<file path="src/rtl/core_ctrl_pkg.sv">
// core_ctrl_pkg: run-control state encoding and the EBREAK instruction word
package core_ctrl_pkg;
  typedef enum logic [1:0] {
    HALT  = 2'b00,
    RUN   = 2'b01,
    STEP  = 2'b10,
    BREAK = 2'b11
  } run_state_t;
  localparam logic [31:0] EBREAK = 32'h00100073;
endpackage

</file>
<file path="src/rtl/btn_sync_edge.sv">
// btn_sync_edge: 2-flop synchronizer + rising-edge detect for a raw pushbutton
//   clk, rst (async, active-low), btn (raw async input) -> pulse (one clock wide)
module btn_sync_edge (
  input  logic clk,
  input  logic rst,
  input  logic btn,
  output logic pulse
);
  logic s1, s2, s3;
  // s1/s2 synchronize; s3 holds the previous synchronized level; pulse is registered
  always_ff @(posedge clk or negedge rst)
    if (!rst) {s1, s2, s3, pulse} <= '0;
    else {s1, s2, s3, pulse} <= {btn, s1, s2, s2 & ~s3};
endmodule

</file>
<file path="src/rtl/core_run_control.sv">
// core_run_control: HALT/RUN/STEP/BREAK run control with clock divider, breakpoint and counters
//   in : clk, rst (async, active-low), run_sw, step_btn, halt_req, bp_en, bp_addr, pc, instr, cnt_clr
//   out: core_en, state, bp_hit, cycle_count, instr_count
module core_run_control
  import core_ctrl_pkg::*;
#(
  parameter int unsigned RUN_DIV     = 1,
  parameter bit          EBREAK_HALT = 1'b1
) (
  input  logic        clk,
  input  logic        rst,
  input  logic        run_sw,
  input  logic        step_btn,
  input  logic        halt_req,
  input  logic        bp_en,
  input  logic [31:0] bp_addr,
  input  logic [31:0] pc,
  input  logic [31:0] instr,
  input  logic        cnt_clr,
  output logic        core_en,
  output logic [1:0]  state,
  output logic        bp_hit,
  output logic [31:0] cycle_count,
  output logic [31:0] instr_count
);
  localparam int DW = RUN_DIV > 1 ? $clog2(RUN_DIV) : 1;
  run_state_t cur, nxt;
  logic [DW-1:0] div;
  logic skip, step_pulse, stop, brk, term;
  btn_sync_edge u_step (.clk(clk), .rst(rst), .btn(step_btn), .pulse(step_pulse));
  assign stop = halt_req | ~run_sw;
  // skip masks only the address breakpoint so a resume at the breakpoint PC executes it once
  assign brk = (bp_en && pc == bp_addr && !skip) || (EBREAK_HALT && instr == EBREAK);
  assign term = div == DW'(RUN_DIV - 1);
  always_comb begin
    nxt = cur;
    case (cur)
      HALT:  nxt = (run_sw && !halt_req) ? RUN : (step_pulse && !run_sw) ? STEP : HALT;
      RUN:   nxt = stop ? HALT : brk ? BREAK : RUN;
      STEP:  nxt = HALT;
      BREAK: nxt = !run_sw ? HALT : step_pulse ? STEP : BREAK;
    endcase
  end
  // staying in RUN implies no stop condition this cycle
  assign core_en = (cur == RUN && term && nxt == RUN) || cur == STEP;
  assign state = cur;
  assign bp_hit = cur == BREAK;
  always_ff @(posedge clk or negedge rst)
    if (!rst) begin
      cur <= HALT;
      div <= '0;
      skip <= 1'b0;
      cycle_count <= '0;
      instr_count <= '0;
    end else begin
      cur <= nxt;
      div <= (cur != RUN || term) ? '0 : div + 1'b1;
      skip <= (cur == BREAK && nxt != BREAK) ? 1'b1 : core_en ? 1'b0 : skip;
      cycle_count <= cnt_clr ? '0 : (cur == RUN && ~&cycle_count) ? cycle_count + 1'b1 : cycle_count;
      instr_count <= cnt_clr ? '0 : (core_en && ~&instr_count) ? instr_count + 1'b1 : instr_count;
    end
endmodule
</file>
<file path="config.mk">
export PLATFORM = sky130hd
export DESIGN_NAME = core_run_control
export DESIGN_NICKNAME = d
export VERILOG_FILES = /design/src/rtl/core_ctrl_pkg.sv /design/src/rtl/btn_sync_edge.sv /design/src/rtl/core_run_control.sv
export SDC_FILE = /design/constraint.sdc
export NUM_CORES = 1
export LEC_CHECK = 0
export BUFFER_PORTS_ARGS = -buffer_cell sky130_fd_sc_hd__buf_4
export CAP_MARGIN = 5
export CORE_UTILIZATION = 49
export CTS_BUF_LIST = sky130_fd_sc_hd__clkbuf_8 sky130_fd_sc_hd__clkbuf_16
export CTS_CLUSTER_DIAMETER = 80
export DETAILED_ROUTE_END_ITERATION = 8
export PLACE_DENSITY = 0.82
export SETUP_SLACK_MARGIN = 0.02
export SYNTH_ARGS = -nofsm -noshare
export SYNTH_HDL_FRONTEND = slang
export SYNTH_SLANG_ARGS = --single-unit
</file>
<file path="constraint.sdc">
create_clock -name clk -period 2.8 [get_ports clk]
set_clock_uncertainty 0.1 [all_clocks]
set_input_delay 0.14 -clock clk [delete_from_list [all_inputs] [get_ports clk]]
set_output_delay 0.14 -clock clk [all_outputs]
set_load 0.05 [all_outputs]
</file>
==> results of run 1 <==
timing repair:
| action | 4_1_cts | 5_1_grt |
|---|---|---|
| hold buffers | 3 | 0 |
| gates resized for setup | 0 | 1 |
| setup endpoints to repair | 0 | 18 |
| endpoints found under the hold margin | 75 | 0 |
logic make-up after synthesis:
logic type / after synthesis / share of synthesized area [%]
adder cells (fa/ha/maj): 2 / 0.5944
XOR/XNOR: 62 / 12.90
buffers and inverters: 26 / 3.894
AND/OR/NAND/NOR: 218 / 29.52
AO/OA/AOI/OAI: 62 / 8.651
other: 1 / 0.08909
multiplexers: 6 / 1.546
flip-flops: 72 / 42.81
per-layer routing:
layer  global-route usage, %  routed length, um
met5                       0                  0
met4                   11.49                320
met3                   5.636                825
met2                   47.18               6369
met1                   31.45               4591
state kept, by name, summed over array words and instances (netlist names):
name	cells
cycle_count	32
instr_count	32
state	2
div	1
skip	1
u_step.pulse	1
u_step.s1	1
u_step.s2	1
u_step.s3	1
area by class of cell:
| type | count | area (um2) |
|---|---|---|
| Clock buffer | 10 | 137.6 |
| Timing Repair Buffer | 178 | 1344 |
| Multi-Input combinational cell | 351 | 2250 |
| Sequential cell | 72 | 1802 |
| Fill cell | 648 | 2429 |
| Inverter | 9 | 33.78 |
| Tap cell | 105 | 131.4 |
| Clock inverter | 6 | 131.4 |
critical path, delay by kind of cell (launching register included):
family / cells / cell delay [ns]
flip-flops: 1 / 0.49
AND/OR/NAND/NOR: 6 / 1.74
AO/OA/AOI/OAI: 1 / 0.14
through the flow:
step	hold WS (ns)	total power, mW	util, %	instance area [um2]
floorplan	-0.2556	1.198	-	4209
global placement	0.1632	1.357	66.89	5524
detailed placement	0.1620	1.363	66.89	5524
CTS	0.03559	2.466	70.52	5823
global route	0.05691	2.532	70.59	5829
finish	0.05211	2.446	70.59	5829
path summary, 6_finish.rpt:
check,from,endpoint,cells past startpoint
max in group asynchronous,rst,u_step.s3$_DFF_PN0_,2
min in group asynchronous,rst,instr_count[4]$_DFFE_PN0P_,2
setup / recovery,instr_count[3]$_DFFE_PN0P_,instr_count[28]$_DFFE_PN0P_,7
hold / removal,halt_req,state[1]$_DFF_PN0_,3
setup reg to reg,instr_count[3]$_DFFE_PN0P_,instr_count[28]$_DFFE_PN0P_,7
hold reg to reg,u_step.s1$_DFF_PN0_,u_step.s2$_DFF_PN0_,0
placed cells by master, fill, tap and decap left out, types with 15 or more instances in the layout:
cell     instances
xor2_1          19
nand4_1         24
buf_4          175
nor2_1          47
nand2_1         31
nand3_1         23
xnor2_1         43
o21ai_0         15
or3_1           15
a21oi_1         29
dfrtp_1         72
power by group through the flow:
stage	sequential (mW)	combinational (mW)	clock [mW]
6_report	1.06	0.285	1.10
2_1_floorplan	1.09	0.103	0
3_5_place_dp	1.08	0.283	0
4_1_cts	1.06	0.287	1.12
5_1_grt	1.06	0.310	1.16
3_3_place_gp	1.08	0.277	0
==> run metrics, run 1 <==
status=finished, final reports clean; Top Ports=171; final worst-path setup slack=0.2572 ns; die area=8964 um2; Cell Chain, Critical Path=nand4_4, nor3_4, nand2_4, nor4_4, nand2_2, or4_1, a21oi_1; n_diodes=0; setup violators final=0; pre-CTS WS=0.2004 ns; Leak=2.636 nW; vias per cell=5.598; sequential group share of total power=43.3%; Vias=4092; MaxCap Viol Count=0; Worst-path clk slew=0.08 ns; Synth area leaders=dfrtp_1 (43%), xnor2_1 (8.9%), nor2_1 (4.2%); share of layout cells above drive strength 1=33.07%; CP Launch Type=flop; Crit path required time=2.97 ns; largest area contributor in the netlist=dfrtp_1; Clock Latency Late Sink=0.35 ns; max frequency=393.3 MHz; critical path capture point type=flop; CTS buffer count=9; worst-path maximum fanout=12; number of global-route vias before repair=3892; Synth async-reset ratio=100.0%; clock share of power=45.0%; Synth Instances=449; final non-filler cell total=731; setup TNS=0 ns; Pwr Density=419.5 nW/um2; slowest stage delay, CP=0.50 ns; slowest CP cell=or4_1; Initial Util=50.97%; final hold viol count=0; postcts setup bufs=0; Yosys Warn Count=0; GRT Total Usage=26.83%; Seq cells post-synth=72; Hold Crit Class=input port to flop; CTS tree=built; worst slew pin tran=0.9115 ns; synth unique cells=48; Clock Path Buffers=2; GP Congestion=0.8169; unrepaired setup endpoints after global routing=no; post-route ant nets=0; syn nets=554; Iter 0 DRT Violations=241; Rows=33; critical path type=flop to flop; Pre-antenna DRT Iters=4; Yosys top cell area share=42.81%; wirelength, routed=12.11 mm; EDFF count, synth=0; Top FF cell, synth=dfrtp_1; Mapped Area=4209 um2; Post-route DRC=0; pin count of the biggest net entering global routing=73; placed cell count=712; CP arrival=2.72 ns; area delta synth->final=38.50%; Die W=94.68 um; synth cell count leaders=dfrtp_1 (72), nor2_1 (47), xnor2_1 (43); fin crit share=90.81%; Overflow after GRT=0; die height=94.68 um; first-pass GRT wire length=18.43 mm; cell with the most instances after synthesis=dfrtp_1; reg2reg setup slack=0.26 ns; Max-slew headroom=39.23%; worst vdd ir=0.0004032 V; Core ar.=8258 um2; Syn Area/Cell=9.374 um2; Int Pwr=1.903 mW; clk root buf=clkbuf_8; WL/cell=16.56 um; Net Switching=0.5428 mW; combinational fraction of design power=11.6%; IO Port Bufs=170; Final nets=726; max-slew violation count=0; H-tree depth=3; sequential area share after synthesis=42.81%; post-DP HPWL=8.886 mm; Tmin final=2.543 ns; CTS Sinks=72; antenna violations before repair=0; Switching Share=22.20%
Note: power is estimated with default switching activity, not from simulation.
==> run 2, diff against run 1 <==
- ABC_AREA: unset -> 1
- CORE_UTILIZATION: 49 -> 51
==> run 2 against run 1 <==
Register-to-register slack gained 0.08 ns. Cell count grew 41%. Routed wire length grew 27%. Combinational power grew 12%. Utilization shrank 0.22 points. Critical path depth grew 5. Via count grew 36%. Die area grew 13%. Largest power group is now sequential cells. Sequential power is essentially flat. Cell area grew 13%. Largest cell class unchanged. Flip-flop and latch count is the same. Synthesized cell count grew 62%.
==> run metrics, run 2 <==
WL/cell=14.88 um (-10%); postcts setup bufs=0 (unchanged); most frequent cells in the layout=nand2_1 (178), buf_4 (175), inv_1 (118); largest area contributor in the netlist=dfrtp_1; Die W=100.6 um (+6.3%); met1 usage=37.85% (+6.4 points); GRT met2 Usage=53.79% (+6.6 points); clk root buf=clkbuf_8; post-DP HPWL=11.64 mm (+31%); Top Usage Layer GRT=met2; Synth async-reset ratio=100.0% (unchanged); Pwr Density=336.5 nW/um2 (-20%); CTS tree=built; Syn Area/Cell=6.815 um2 (-27%); max frequency=405.6 MHz (+3.1%); die area=10130 um2 (+13%); pin count of the biggest net entering global routing=73 (unchanged); GP Congestion=0.9746 (+19%); Worst R2R Start=cycle_count[0]$_DFFE_PN0P_; H-tree depth=3 (unchanged); vias per cell=5.383 (-3.8%); Initial Util=53.19% (+2.2 points); Mapped Area=4961 um2 (+18%); Worst-path clk slew=0.09 ns (about the same); max-slew violation count=0 (unchanged); unrepaired setup endpoints after global routing=no; CP arrival=2.65 ns (-0.07 ns); EDFF count, synth=0 (unchanged); setup TNS=0 ns (unchanged); CTS buffer count=9 (unchanged); Top FF cell, synth=dfrtp_1; Synth area leaders=dfrtp_1 (36%), nand2_1 (13%), inv_1 (8.9%); post-route ant nets=0 (unchanged); Core ar.=9328 um2 (+13%); CP Launch Type=flop; worst slew pin tran=0.9206 ns (+0.009064 ns); Seq cells post-synth=72 (unchanged); Design Power=2.209 mW (-9.7%); final instance area=6564 um2 (+13%); Clock Latency Late Sink=0.35 ns (about the same); Synth Instances=728 (+62%); number of global-route vias before repair=5194 (+33%); Hold Path Sink=state[0]$_DFF_PN0_; cell with the most instances after synthesis=nand2_1; setup violators final=0 (unchanged); antenna violations before repair=0 (unchanged); Worst Min Path Start=halt_req; Final nets=1002 (+38%); Leak=3.424 nW (+30%); Rows=35 (+6.1%); critical path capture point type=flop; Clock Path Buffers=2 (unchanged); GRT Total Usage=30.62% (+3.8 points); Yosys Warn Count=0 (unchanged); critical path type=flop to flop; Max-slew headroom=38.63% (-0.60 points); Placed Area=6334 um2 (+15%); commonest non-fill, non-tap cell in the layout=nand2_1; reg2reg setup slack=0.33 ns (+0.08 ns); area delta synth->final=32.31%; Tmin final=2.465 ns (-0.07735 ns); IO Port Bufs=170 (unchanged); Iter 0 DRT Violations=313 (+30%); die height=100.6 um (+6.3%); Hold Crit Class=input port to flop; share of layout cells above drive strength 1=22.64% (-10 points); Vias=5545 (+36%); sequential area share after synthesis=36.32% (-6.5 points); reg2reg path depth=12 (+5); worst vdd ir=0.0002851 V (-29%); synth cell count leaders=nand2_1 (178), inv_1 (118), nor2_1 (80); worst-path maximum fanout=6 (-6); Post-route DRC=0 (unchanged); Util after Layout=70.37% (-0.22 points); Reg-to-Reg End=cycle_count[28]$_DFFE_PN0P_; GRT met3 Usage=4.785% (-0.85 points); Yosys top cell area share=36.32% (-6.5 points); syn nets=833 (+50%); Overflow after GRT=0 (unchanged); first-pass GRT wire length=24.25 mm (+32%); CTS Sinks=72 (unchanged); n_diodes=0 (unchanged); final hold viol count=0 (unchanged); wirelength, routed=15.33 mm (+27%); MaxCap Viol Count=0 (unchanged); Hold Path Cell Cnt=4 (+1); synth unique cells=37 (-23%); fin crit share=88.05% (-2.8 points); Crit path required time=2.99 ns (+0.02 ns); Pre-antenna DRT Iters=5 (+1); status=finished, final reports clean; Top Ports=171 (unchanged)
-- run 2: changes by cell type after synthesis, sizes merged, moves of 10 or more --
| cell | previous run | this run |
|---|---|---|
| nand2 | 33 | 181 |
| inv | 9 | 119 |
| nor2 | 47 | 83 |
| nand3 | 24 | 53 |
| nand4 | 25 | 50 |
| nor3 | 9 | 26 |
| or3 | 16 | 0 |
| xnor2 | 43 | 27 |
| o21ai | 15 | 30 |
| o31ai | 13 | 1 |
| or4 | 12 | 0 |
| a21oi | 29 | 19 |
-- run 2: stage by stage --
| step | hold slack, ns | cells | worst slack (ns) |
|---|---|---|---|
| floorplan | -0.2556 | 728 | 0.2997 |
| global placement | 0.1618 | 1012 | 0.4152 |
| detailed placement | 0.1593 | 1012 | 0.3416 |
| CTS | 0.03990 | 1030 | 0.3105 |
| global route | 0.07553 | 1030 | 0.09047 |
| finish | 0.04405 | 1030 | 0.3345 |
-- run 2: where the power goes --
part / internal (mW) / switching [mW]
combinational: 0.148 / 0.172
clock: 0.431 / 0.401
sequential: 1.05 / 0.00747
total: 1.63 / 0.580
-- run 2: worst max-delay path by stage --
stage,startpoint,to,slack (ns),cells after the start
3_3_place_gp,cycle_count[0]$_DFFE_PN0P_,cycle_count[27]$_DFFE_PN0P_,0.42,12
5_1_grt,cycle_count[0]$_DFFE_PN0P_,cycle_count[28]$_DFFE_PN0P_,0.09,12
6_report,cycle_count[0]$_DFFE_PN0P_,cycle_count[28]$_DFFE_PN0P_,0.33,12
2_1_floorplan,state[1]$_DFF_PN0_,instr_count[22]$_DFFE_PN0P_,0.30,9
3_5_place_dp,instr_count[1]$_DFFE_PN0P_,instr_count[11]$_DFFE_PN0P_,0.34,11
4_1_cts,instr_count[1]$_DFFE_PN0P_,instr_count[8]$_DFFE_PN0P_,0.31,11
-- run 2: routing by layer --
metal,up-vias,share of wire (%)
met2,268,49
met5,-,0
met3,35,8.1
met1,2544,40
met4,0,2.8
li1,2698,-
-- run 2: layout make-up --
cell class                 instances  area, um2
timing repair buffer             178       1344
fill                             815       2764
tap                              129      161.4
clock buffer                      10      137.6
clock inverter                     5      57.56
inverter                         119      446.7
sequential                        72       1802
multi-input combinational        517       2615
-- run 2: cell families after synthesis --
group                    Yosys count  share of synthesized area [%]
AND/OR/NAND/NOR                  409                          37.53
other                              1                        0.07559
flip-flops                        72                          36.32
adder cells (fa/ha/maj)            2                         0.5043
AO/OA/AOI/OAI                     61                          6.734
buffers and inverters            139                          11.07
XOR/XNOR                          44                          7.768
-- run 2: repair_timing --
item                                    4_1_cts  5_1_grt
hold buffers                                  3        0
resized for setup                             0        1
endpoints found under the hold margin        78        0
endpoints found under the setup margin        0       16
-- run 2: critical path: stages, from the launching register on --
cell,delay [ns]
dfrtp_1,0.41
ha_1,0.22
nand2_1,0.11
nor2_1,0.08
nand3_1,0.11
nor2_1,0.09
a21oi_1,0.49
nand2_1,0.09
inv_1,0.16
nand3_1,0.17
o21ai_0,0.19
nand2_1,0.08
nor2_1,0.11
